File: config.mk
export PLATFORM = sky130hd
export DESIGN_NAME = r_format_decode
export DESIGN_NICKNAME = d
export VERILOG_FILES = /design/src/rtl/r_format_decode.sv
export SDC_FILE = /design/constraint.sdc
export NUM_CORES = 2
export LEC_CHECK = 0
export CAP_MARGIN = 20
export CORE_ASPECT_RATIO = 0.6
export CORE_MARGIN = 3
export CORE_UTILIZATION = 30
export CTS_CLUSTER_DIAMETER = 120
export DETAILED_ROUTE_END_ITERATION = 8
export MAX_ROUTING_LAYER = met4
export PLACE_DENSITY = 0.52
export SLEW_MARGIN = 20
export SYNTH_ARGS = -nofsm -noshare
export SYNTH_HDL_FRONTEND = slang
export SYNTH_SLANG_ARGS = --single-unit
File: constraint.sdc
create_clock -name clk -period 33.5 [get_ports clk]
set_clock_uncertainty 0.1 [all_clocks]
set_input_delay 5.025 -clock clk [delete_from_list [all_inputs] [get_ports clk]]
set_output_delay 5.025 -clock clk [all_outputs]
set_load 0.03 [all_outputs]
File: src/rtl/r_format_decode.sv
// rtl/r_format_decode.sv - R-format decode and operand fetch with 32x32 register file and one-entry issue register
module r_format_decode #(
   parameter int DATA_WIDTH = 32
) (
   input  logic                  clk,
   input  logic                  reset_input,
   input  logic                  instr_valid,
   output logic                  instr_ready,
   input  logic [31:0]           instr,
   input  logic                  wb_enable,
   input  logic [4:0]            wb_address,
   input  logic [DATA_WIDTH-1:0] wb_data,
   output logic                  issue_valid,
   input  logic                  issue_ready,
   output logic [2:0]            ALU_operation,
   output logic [4:0]            rs_address,
   output logic [4:0]            rt_address,
   output logic [4:0]            out_address,
   output logic [DATA_WIDTH-1:0] rs_data,
   output logic [DATA_WIDTH-1:0] rt_data,
   output logic                  write_enabled,
   output logic                  illegal_instr
);

   // Instruction fields
   logic [5:0] opcode;
   logic [4:0] rs_f;
   logic [4:0] rt_f;
   logic [4:0] rd_f;
   logic [5:0] funct;

   assign opcode = instr[31:26];
   assign rs_f   = instr[25:21];
   assign rt_f   = instr[20:16];
   assign rd_f   = instr[15:11];
   assign funct  = instr[5:0];

   // Register file; entry 0 is never written so it always reads zero
   logic [DATA_WIDTH-1:0] rf_q [32];

   // Issue register state
   logic                  issue_valid_q, issue_valid_d;
   logic [2:0]            alu_op_q, alu_op_d;
   logic [4:0]            rs_addr_q, rs_addr_d;
   logic [4:0]            rt_addr_q, rt_addr_d;
   logic [4:0]            rd_addr_q, rd_addr_d;
   logic [DATA_WIDTH-1:0] rs_data_q, rs_data_d;
   logic [DATA_WIDTH-1:0] rt_data_q, rt_data_d;
   logic                  wr_en_q, wr_en_d;
   logic                  illegal_q, illegal_d;

   logic                  wb_hit;
   logic                  accept;
   logic                  legal;
   logic [2:0]            alu_dec;
   logic [DATA_WIDTH-1:0] rs_read;
   logic [DATA_WIDTH-1:0] rt_read;

   // A write to r0 is a no-op everywhere, including bypass and refresh
   assign wb_hit      = wb_enable && (wb_address != 5'd0);
   assign instr_ready = !issue_valid_q || issue_ready;
   assign accept      = instr_valid && instr_ready;

   // funct decode; anything not listed, or a nonzero opcode, is illegal
   always_comb begin
      legal   = 1'b0;
      alu_dec = 3'b000;
      if (opcode == 6'd0) begin
         case (funct)
            6'h20: begin legal = 1'b1; alu_dec = 3'b010; end
            6'h22: begin legal = 1'b1; alu_dec = 3'b110; end
            6'h24: begin legal = 1'b1; alu_dec = 3'b000; end
            6'h25: begin legal = 1'b1; alu_dec = 3'b001; end
            6'h2A: begin legal = 1'b1; alu_dec = 3'b111; end
            default: begin legal = 1'b0; alu_dec = 3'b000; end
         endcase
      end
   end

   // Operand read with write-through bypass so a same-edge write-back is not missed
   always_comb begin
      rs_read = rf_q[rs_f];
      rt_read = rf_q[rt_f];
      if (wb_hit && (wb_address == rs_f)) rs_read = wb_data;
      if (wb_hit && (wb_address == rt_f)) rt_read = wb_data;
   end

   // Next state of the issue register: load on accept, clear on consume, else hold with operand refresh
   always_comb begin
      issue_valid_d = issue_valid_q;
      alu_op_d      = alu_op_q;
      rs_addr_d     = rs_addr_q;
      rt_addr_d     = rt_addr_q;
      rd_addr_d     = rd_addr_q;
      rs_data_d     = rs_data_q;
      rt_data_d     = rt_data_q;
      wr_en_d       = wr_en_q;
      illegal_d     = illegal_q;
      if (accept) begin
         issue_valid_d = 1'b1;
         alu_op_d      = alu_dec;
         rs_addr_d     = rs_f;
         rt_addr_d     = rt_f;
         rd_addr_d     = rd_f;
         rs_data_d     = rs_read;
         rt_data_d     = rt_read;
         wr_en_d       = legal && (rd_f != 5'd0);
         illegal_d     = !legal;
      end else if (issue_valid_q && issue_ready) begin
         issue_valid_d = 1'b0;
      end else if (issue_valid_q) begin
         if (wb_hit && (wb_address == rs_addr_q)) rs_data_d = wb_data;
         if (wb_hit && (wb_address == rt_addr_q)) rt_data_d = wb_data;
      end
   end

   // Register file write-back; reset clears every entry
   always_ff @(posedge clk or posedge reset_input) begin
      if (reset_input) begin
         for (int i = 0; i < 32; i++) rf_q[i] <= '0;
      end else if (wb_hit) begin
         rf_q[wb_address] <= wb_data;
      end
   end

   // Issue register; reset discards any held instruction
   always_ff @(posedge clk or posedge reset_input) begin
      if (reset_input) begin
         issue_valid_q <= 1'b0;
         alu_op_q      <= 3'b000;
         rs_addr_q     <= 5'd0;
         rt_addr_q     <= 5'd0;
         rd_addr_q     <= 5'd0;
         rs_data_q     <= '0;
         rt_data_q     <= '0;
         wr_en_q       <= 1'b0;
         illegal_q     <= 1'b0;
      end else begin
         issue_valid_q <= issue_valid_d;
         alu_op_q      <= alu_op_d;
         rs_addr_q     <= rs_addr_d;
         rt_addr_q     <= rt_addr_d;
         rd_addr_q     <= rd_addr_d;
         rs_data_q     <= rs_data_d;
         rt_data_q     <= rt_data_d;
         wr_en_q       <= wr_en_d;
         illegal_q     <= illegal_d;
      end
   end

   assign issue_valid   = issue_valid_q;
   assign ALU_operation = alu_op_q;
   assign rs_address    = rs_addr_q;
   assign rt_address    = rt_addr_q;
   assign out_address   = rd_addr_q;
   assign rs_data       = rs_data_q;
   assign rt_data       = rt_data_q;
   assign write_enabled = wr_en_q;
   assign illegal_instr = illegal_q;

endmodule

# [Word level (Yosys, flattened, before mapping)]
# Cells that the tools add are included.
[word_totals] regBits=1109 latchBits=0 ram_bits=0 mem_bits_ro=0 input_bits=74 word_cells=105 mem_count=0
[classes] add_sub_neg=0 mul=0 n_div=0 order_cmp=4 eq_ne=10 shifts=0 mux=25 bitwise_logic=3 reduce_logical=22
[op_table] cell="$bwmux W1024" n=1
[op_table] cell="$mux W32" n=15
[op_table] cell="$bmux W32 S5" n=2
[op_table] cell="$demux W32 S5" n=1
[op_table] cell="$eq A6 B6 Y1 const B" n=5
[op_table] cell="$eq A5 B5 Y1" n=4
[op_table] cell="$ge A6 B6 Y1 const B" n=3
[op_table] cell="$not A5 Y6" n=3
[op_table] cell="$pmux W3 S4" n=1
[op_table] cell="$reduce_bool A5 Y1" n=2
[op_table] cell="$logic_and A1 B1 Y1" n=9
[op_table] cell="$reduce_bool A2 Y1" n=4
[op_table] cell="$logic_not A6 Y1" n=1
[op_table] cell="$lt A6 B1 Y1 const B" n=1
[op_table] cell="$reduce_and A3 Y1" n=2
[op_table] cell="$reduce_or A5 Y1" n=1
[op_table] cell="$mux W1" n=4
[op_table] cell="$mux W3" n=1
[op_table] cell="$logic_not A1 Y1" n=2
[op_table] cell="$ne A2 B2 Y1 const B" n=1
[op_table] cell="$logic_or A1 B1 Y1" n=1

# [Logic depth before layout (Yosys ltp)]
[logic_depth] ltp_word=7 ltp_mapped=9 mapped_depth_nobuf=5

# [Worst setup path after synthesis]
# No wires, ideal clock.
[synth_path] path_kind="input to output" start="in issue_ready" end="out instr_ready" arrival_ns=5.335 required_time_ns=28.375 setup_slack_ns=23.040 stages=1 path_buffers=0 cell_sequence="nand2b_1"
[synth_between] elab_chain_len=1
[synth_lines] element="start, declared" line_no="14" source="input logic issue_ready,"
[synth_lines] element="$logic_or A1 B1 Y1" line_no="61" source="assign instr_ready = !issue_valid_q || issue_ready;"
[synth_lines] element="end, declared" line_no="8" source="output logic instr_ready,"
# Every way passes these cells.

# [Worst setup path in the final report]
# Ends and elaborated chain as after synthesis.

==> flow_summary.ini <==
[clock_network]
cts.hold.buffers_added = 0
h-tree-depth = 3
cts_tree = built
post_cts.repair.setup_buffers = 0
cts_resized = 0
clk_latency_ns = 0.72
cts.sinks = 1109
numCtsBuffers = 104
clock_path_buffers = 3
clk_pin_slew_worst_paths_ns = 0.07
root_buffer = clkbuf_16

[synthesis]
synthMostInstantiatedCell = dfrtp_1
synth_edf_count = 0
synth_area_per_cell_sq_um = 12.4
synthSimpleGateAreaFrac_pct = 6.55
yosys-mux-area-fraction_pct = 28.8
synth_compound_area_share_pct = 10.6
synth_adder_area_share_pct = 0
ys.flop_type = dfrtp_1
synthTopCellsByArea = dfrtp_1, mux4_2, mux2_2
yosys-top-cells-count = dfrtp_1, nand2_1, o21ai_0
synth_nets = 4556
synthArstFlopShare_pct = 100
synth_xor_area_share_pct = 0.314
syn_area_sq_um = 55700
synthDominantCellAreaShare_pct = 49.8
synth_top_family_by_area = multiplexers
yosysTopAreaCell = dfrtp_1
ys_seq_area_share_pct = 49.8
synth_cell_type_count = 51
ys_seq_elements = 1109
yosysWarnings = 0
postSynthCellCount = 4482

[die]
io_pins = 160
coreArea_sq_um = 183000
die_y_microns = 340
row_count = 121
die_w_microns = 562
initial_core_util_pct = 30.4
die_area_sq_um = 191000

[sta]
period_needed_ns = 11.47
fmax_mhz = 87.2
timing.final.crit_share_pct = 34.3
setup_viol = 0
final_max_slew_viol_count = 0
slew_headroom_pct = 24.5
fin_setup_tns_ns = 0
final-hold-violation-count = 0
tightest_slew_ns = 1.13
grt_setup_unrepaired = no

[place]
gp_congestion = 0.788
place_area_sq_um = 59300
place.detailed.hpwl_microns = 104000
io_buffers = 154

[critical_path]
r2r-start = rs_address[4]$_DFFE_PP0N_
crit_path_max_fanout = 4
critical_path_class = in2out
worst_ep_required_time_ns = 28.38
end_kind = output pin
startpoint_type = input port
critPathLaunch = issue_ready
crit_arrival_ns = 6.35

[finish]
design_area_sq_um = 62900
regArea_sq_um = 27800
syn2layout_area_growth_pct = 12.9
fin_nets = 4424
multiInputGateArea_sq_um = 26000
drive_above_1_share_pct = 27.3
fill_cells = 17900

[drt]
first_pass_iters = 5
wl_per_cell_microns = 27.5
vias = 38600
final_antenna_net_count = 0
first_iter_violations = 4019
avgViaCountPerCell = 5.61
wirelength_microns = 189000
drc = 0

[power]
vdd_drop_max_mv = 0.0378
p_leak_uw = 0.0265
p_per_area_nw_per_um2 = 60.4

[grt]
antenna_found_initial = 5
grt_first_pass_wirelength_microns = 278000
grt_pass1_vias = 38700
grtUsageTotal_pct = 20.2
grt_start_max_net_pins = 98
grt_overflow_total = 0

[hold_path]
hold_start = rf_q[1011]$_DFFE_PP0P_
hold_path.class = reg2reg

[run_status]
status = completed

[job]
drv_cap = 0
per-layer routing:
layer | GRT usage [%] | part of all wire [%]
met5 | - | 0
met4 | 5.26 | 2.7
met2 | 28.7 | 44
met1 | 29.4 | 46
met3 | 3.96 | 7.3
layout by cell type (no fill, tap or decap), types with 3 or more instances in the layout:
cell type,n
a211oi_1,60
a221o_1,3
a22oi_1,244
buf_4,98
buf_8,4
bufinv_16,14
clkbuf_1,17
clkbuf_16,106
clkbuf_8,21
clkdlybuf4s50_1,148
clkinv_2,19
clkinvlp_4,3
dfrtp_1,1109
inv_1,35
inv_6,4
mux2_2,384
mux2i_1,3
mux4_1,13
mux4_2,505
nand2_1,779
nand2_2,10
nand2_4,5
nand3_1,4
nand3b_1,4
nand4_1,4
nand4b_1,3
nor2_1,43
nor2_4,15
nor2b_4,4
nor3_1,34
o211ai_1,3
o21ai_0,608
o21ai_1,5
o22ai_1,61
xnor2_1,13
xor2_1,7
logic make-up (layout without fill, tap and decap cells):
family	after synthesis	count (layout)
buf+inv	528	475
mux	905	905
flops	1109	1109
xor+xnor	20	20
compound gates	996	996
simple gates	924	924
other cells	0	1
per-stage QoR:
step | utilization, % | std cells | setup slack [ns] | power, uW | hold WS (ns)
after global routing | 34.4 | 6890 | 21.97 | 3990 | 0.312
after global placement | 32.4 | 6703 | 22.04 | 2500 | 0.276
final | 34.4 | 6890 | 22.03 | 3800 | 0.294
after detailed placement | 32.4 | 6703 | 22.03 | 2540 | 0.284
after CTS | 34.4 | 6888 | 22.02 | 3830 | 0.298
after floorplan | - | 4482 | 13.07 | 2300 | 0.338
layout make-up:
class                           instances  area share [%]
Tap cell                             2460            4.89
Sequential cell                      1109            44.1
Multi-Input combinational cell       2845            41.3
Clock inverter                         41           0.972
Clock buffer                          144            4.77
Antenna cell                            1         0.00398
Inverter                               36           0.221
Timing Repair Buffer                  254            3.72
worst max-delay path, cell delays in order:
cell and delay, ns:
clkdlybuf4s50_1 0.47, nand2b_1 0.15, clkdlybuf4s50_1 0.70
path summary, 6_finish.rpt:
check | cells after the start | endpoint | slack [ns]
worst max-delay path | 3 | instr_ready | 22.03
worst min-delay path | 0 | rf_q[1011]$_DFFE_PP0P_ | 0.29
worst max register to register | 7 | rs_data[11]$_DFFE_PP0P_ | 30.30
worst min register to register | 0 | rf_q[1011]$_DFFE_PP0P_ | 0.29
max in group asynchronous | 8 | rs_data[13]$_DFFE_PP0P_ | 23.42
min in group asynchronous | 2 | issue_valid$_DFFE_PP0P_ | 4.68
state kept, by name (all words and copies together), names as in the netlist:
register / flops
out_address: 5
write_enabled: 1
rf_q: 1024
rs_address: 5
rs_data: 32
rt_data: 32
ALU_operation: 3
illegal_instr: 1
rt_address: 5
issue_valid: 1
report_power, final:
group          switching, uW  total (uW)  leakage [uW]  internal [uW]
Combinational            351         745        0.0104            395
Clock                    553        1290       0.00179            734
Sequential               188        1770        0.0143           1580
Total                   1090        3800        0.0265           2710
Note: power is estimated with default switching activity, not from simulation.
